## config.mk

```make
export PLATFORM = sky130hd
export DESIGN_NAME = vga_timing
export DESIGN_NICKNAME = d
export VERILOG_FILES = /design/src/rtl/vga_timing.sv
export SDC_FILE = /design/constraint.sdc
export NUM_CORES = 1
export LEC_CHECK = 0
export CAP_MARGIN = 20
export CORE_UTILIZATION = 50
export DETAILED_ROUTE_END_ITERATION = 10
export PLACE_DENSITY = 0.81
export SLEW_MARGIN = 10
export SYNTH_ARGS = -nofsm -noshare
export SYNTH_HDL_FRONTEND = slang
export SYNTH_SLANG_ARGS = --single-unit
```

## constraint.sdc

```tcl
create_clock -name clk -period 2.89 [get_ports clk]
set_clock_uncertainty 0.1 [all_clocks]
set_input_delay 0.4335 -clock clk [delete_from_list [all_inputs] [get_ports clk]]
set_output_delay 0.4335 -clock clk [all_outputs]
set_load 0.05 [all_outputs]
```

## src/rtl/vga_timing.sv

```systemverilog
// vga_timing: VGA video timing generator with an optional colour-bar source.
//
// Two counters walk the frame. hc runs over 0..HTOTAL-1 and vc over
// 0..VTOTAL-1, and both advance only on enabled edges. Every output is a
// registered decode of the counters, so the outputs on cycle t describe the
// counter value present on cycle t-1.
//
// Ports:
//   clk    in   pixel clock
//   rst    in   asynchronous reset, active-high
//   en     in   count enable; when low, all state and outputs hold
//   hs     out  horizontal sync, active-low
//   vs     out  vertical sync, active-low
//   blank  out  high outside the active area
//   x, y   out  active pixel coordinates; both are 0 while blanked
//   sol    out  strobe at pixel (0,y) of each active line
//   sof    out  strobe at pixel (0,0) of each frame
//   rgb    out  test-pattern pixel {R,G,B}
//
// Build option VGA_TEST_PATTERN_EN: when defined, rgb drives 8 vertical
// colour bars. When undefined, rgb is tied to 0 and no pattern logic exists.
module vga_timing #(
  parameter int HDISP  = 640,
  parameter int HFP    = 16,
  parameter int HPULSE = 96,
  parameter int HBP    = 48,
  parameter int VDISP  = 480,
  parameter int VFP    = 10,
  parameter int VPULSE = 2,
  parameter int VBP    = 33,
  parameter int CW     = 11
) (
  input  logic          clk,
  input  logic          rst,
  input  logic          en,
  output logic          hs,
  output logic          vs,
  output logic          blank,
  output logic [CW-1:0] x,
  output logic [CW-1:0] y,
  output logic          sol,
  output logic          sof,
  output logic [23:0]   rgb
);

  // Region bounds, computed at elaboration time.
  localparam logic [CW-1:0] H_ACT = CW'(HDISP);
  localparam logic [CW-1:0] H_SS  = CW'(HDISP + HFP);
  localparam logic [CW-1:0] H_SE  = CW'(HDISP + HFP + HPULSE);
  localparam logic [CW-1:0] H_MAX = CW'(HDISP + HFP + HPULSE + HBP - 1);
  localparam logic [CW-1:0] V_ACT = CW'(VDISP);
  localparam logic [CW-1:0] V_SS  = CW'(VDISP + VFP);
  localparam logic [CW-1:0] V_SE  = CW'(VDISP + VFP + VPULSE);
  localparam logic [CW-1:0] V_MAX = CW'(VDISP + VFP + VPULSE + VBP - 1);

  logic [CW-1:0] hc, vc;
  logic          h_wrap, v_wrap, h_act, v_act, act;

  assign h_wrap = (hc == H_MAX);
  assign v_wrap = (vc == V_MAX);
  assign h_act  = (hc < H_ACT);
  assign v_act  = (vc < V_ACT);
  assign act    = h_act && v_act;

  // vc steps on the same edge that wraps hc. Because vs is decoded from vc,
  // its transitions therefore fall on the hc=0 boundary.
  always_ff @(posedge clk or posedge rst) begin
    if (rst) begin
      hc <= '0;
      vc <= '0;
    end else if (en) begin
      hc <= h_wrap ? '0 : hc + 1'b1;
      if (h_wrap) vc <= v_wrap ? '0 : vc + 1'b1;
    end
  end

  // Output register. The decode is taken from the current counter values,
  // which gives the one-cycle latency. Strobes are not cleared on stalls:
  // they hold along with everything else.
  always_ff @(posedge clk or posedge rst) begin
    if (rst) begin
      hs    <= 1'b1;
      vs    <= 1'b1;
      blank <= 1'b1;
      x     <= '0;
      y     <= '0;
      sol   <= 1'b0;
      sof   <= 1'b0;
    end else if (en) begin
      hs    <= !(hc >= H_SS && hc < H_SE);
      vs    <= !(vc >= V_SS && vc < V_SE);
      blank <= !act;
      x     <= act ? hc : '0;
      y     <= act ? vc : '0;
      sol   <= (hc == '0) && v_act;
      sof   <= (hc == '0) && (vc == '0);
    end
  end

`ifdef VGA_TEST_PATTERN_EN
  // Bar width is HDISP/8, truncated. Any pixels left over at the right edge
  // keep the last index (black). The floor of 1 keeps tiny modes legal.
  localparam int            BW     = (HDISP / 8 > 0) ? HDISP / 8 : 1;
  localparam logic [CW-1:0] BW_MAX = CW'(BW - 1);

  logic [CW-1:0] sub;
  logic [2:0]    bar;

  function automatic logic [23:0] bar_colour(input logic [2:0] b);
    case (b)
      3'd0:    return 24'hFFFFFF;
      3'd1:    return 24'hFFFF00;
      3'd2:    return 24'h00FFFF;
      3'd3:    return 24'h00FF00;
      3'd4:    return 24'hFF00FF;
      3'd5:    return 24'hFF0000;
      3'd6:    return 24'h0000FF;
      default: return 24'h000000;
    endcase
  endfunction

  // sub and bar follow hc. They clear on the hc wrap, so they restart at the
  // start of every line (the sol position), and the rgb register samples them
  // alongside x. This gives rgb the same latency as x.
  always_ff @(posedge clk or posedge rst) begin
    if (rst) begin
      sub <= '0;
      bar <= '0;
      rgb <= '0;
    end else if (en) begin
      if (h_wrap) begin
        sub <= '0;
        bar <= '0;
      end else if (sub == BW_MAX) begin
        sub <= '0;
        if (bar != 3'd7) bar <= bar + 1'b1;
      end else begin
        sub <= sub + 1'b1;
      end
      rgb <= act ? bar_colour(bar) : 24'h0;
    end
  end
`else
  assign rgb = 24'h0;
`endif

endmodule

```

==> results.md <==
- Max-Cap Viols: 0
- PD cells: 502.9 mW/mm^2
- Die area: 0.005114 mm^2
- Mean area per synthesized cell: 9.475 um^2
- DRC Markers: 0
- Register area share after synthesis: 50.91%
- Final nets: 290
- IO Port Bufs: 29
- Initial core utilization: 53.64%
- Slew HR: 60.76%
- Fin. Hold Viols: 0
- Clk_lat worst skew: 300 ps
- Final Setup Violations: 0
- Worst setup EP type: register
- Net Sw Frac: 31.10%
- Unique masters post-synth: 43
- Worst-Margin Slew: 588.7 ps
- 1st-pass router iterations: 4
- Fraction of layout cells with a size suffix above 1: 7.394%
- Drt first-iter violations: 176
- Clock period minus worst slack: 2264 ps
- Final std cell area, no fill: 0.002749 mm^2
- Crit Path Category: reg2reg
- Status: finished, final reports clean
- Arr. time, crit path: 2360 ps
- Die height: 71.52 um
- NetSw: 430.0 uW
- GPL Wtd Cong: 0.8719
- Max Slew Vio Count: 0
- Vias per cell: 5.244
- Commonest non-fill, non-tap cells in the layout: dfrtp_1, nand2_1, clkdlybuf4s50_1, inv_1, o21ai_0
- Combinational share of power: 14.6%
- Total CTS buffers: 5
- Required time of the critical path: 2990 ps
- Sequential share of power: 56.8%
- PostCTS Resize Cnt: 0
- Post-Syn Area: 0.002416 mm^2
- Ports: 54
- Synthesized instance count: 255
- Vias: 1762
- Number of global-route vias before repair: 1606
- Initial antenna violation count: 0
- Max Freq: 441.6 MHz
- Placed Area: 0.002663 mm^2
- Async SR Flop Fraction: 100.0%
- Synth warn: 0
- Max H-tree Level: 2
- FILL cells: 375
- Hpwl dp: 2.977 mm
- RSZ-0062 raised after global routing: false
- Worst-path fanout max: 13
- Leak: 0.001209 uW
- Routed WL: 4.418 mm
- Sink Count: 49
- Buffer levels on the longest clock path: 2
- Post-Route Setup TNS: 0 ps
- Core area: 0.004504 mm^2
- Synth Flop Type: dfrtp_1
- Yosys reg bits: 49
- Die Wd: 71.52 um
- Total global-route track usage: 19.26%
- Post-synth EDFFs: 0
- ANT cells: 0
- Overflow after GRT: 0
- Post-CTS setup buffer count: 0
- CTS tree: built
- Clk pwr share: 28.5%
- Cell-internal power: 952.4 uW
- Tcrit/Tclk final: 78.35%
- Row count: 24
- Routed wire length per instance: 13.15 um
- Worst setup SP type: register
- Hold_buf cts: 0
- Hold crit path type: reg2reg
- Root Driver: clkbuf_8
- Register-to-Register Setup Slack: 630 ps
- Peak supply drop: 0.2000 mV
- Post-DRT Antenna Nets: 0
- Clock-pin transition on the worst setup and hold timing paths: 90 ps
- Area Overhead vs Synth: 13.78%
- Largest net degree at the start of global routing: 50
- Most common cell after layout, fill and taps aside: dfrtp_1
- First-pass GRT wire length: 7.576 mm
kinds of logic (layout without fill, tap and decap cells):
logic type / count (synthesis) / count (layout) / share of synthesized area, %
other: 1 / 24 / 0.1552
AO/OA/AOI/OAI: 40 / 40 / 9.580
adder cells (fa/ha/maj): 4 / 4 / 2.072
XOR/XNOR: 13 / 13 / 5.023
AND/OR/NAND/NOR: 83 / 83 / 18.13
flip-flops: 49 / 49 / 50.91
buffers and inverters: 65 / 71 / 14.14
flip-flops by register name (all words and copies together), names as in the netlist:
name and count:
vc 11, hc 11, blank 1, sof 1, x 11, sol 1, vs 1, y 11
hs 1
layer usage:
metal	vias to the layer above	global-route usage [%]	part of all wire [%]
li1	851	-	-
met1	843	27.61	48
met2	62	28.36	45
met3	6	4.501	4.5
met4	0	8.061	1.7
met5	-	0	0
worst max-delay path: stages (launching register included):
cell and delay, ps:
dfrtp_1 480, or3b_4 460, or3_4 420, or4_4 550
xnor2_2 150
final cells by class:
| cell class | instances | area, um^2 | area share (%) |
|---|---|---|---|
| well taps | 52 | 65.06 | 2.367 |
| clock inverters | 3 | 17.52 | 0.6372 |
| multi-input cells | 164 | 930.9 | 33.86 |
| repair buffers | 34 | 327.8 | 11.93 |
| flip-flops and latches | 49 | 1230 | 44.74 |
| clock buffers | 5 | 68.82 | 2.503 |
| inverters | 29 | 108.9 | 3.960 |
Yosys cell counts, drive strengths merged, types with 3 or more instances:
master / number / area share [%]
buf: 29 / 8.5
and3: 3 / 0.78
or3: 3 / 0.98
nor2b: 4 / 1.0
inv: 29 / 4.5
nand2: 30 / 4.7
clkbuf: 7 / 1.1
xnor2: 7 / 2.8
xor2: 6 / 2.2
dfrtp: 46 / 48
o21ai: 28 / 5.8
nand3: 9 / 1.9
ha: 4 / 2.1
dfstp: 3 / 3.3
nor2: 10 / 1.6
nor3: 6 / 1.2
nand4: 6 / 1.6
through the flow:
stage               utilization, %  worst slack [ps]  std cells  hold WS [ps]  total power, uW
floorplan                        -             782.6        278         361.8            990.3
global placement             59.11             424.0        328         373.1            991.2
detailed placement           59.11             412.2        328         382.1            996.3
CTS                          61.03             634.9        336         402.1             1388
global route                 61.03             584.1        336         413.3             1448
finish                       61.03             625.7        336         398.4             1382
path summary, 6_finish.rpt:
check | cells after the start | startpoint | endpoint
min in group asynchronous | 3 | rst | x[0]
hold / removal | 2 | blank | blank
max in group asynchronous | 3 | rst | y[7]
setup / recovery | 4 | hc[7] | vc[10]
setup reg to reg | 4 | hc[7] | vc[10]
hold reg to reg | 2 | blank | blank
power by group through the flow:
stage | Combinational, uW | Sequential (uW) | Clock [uW]
2_1_floorplan | 232 | 759 | 0
3_3_place_gp | 195 | 796 | 0
3_5_place_dp | 200 | 796 | 0
4_1_cts | 202 | 783 | 403
5_1_grt | 222 | 794 | 432
6_report | 202 | 786 | 394
(Power assumes the default switching activity.)
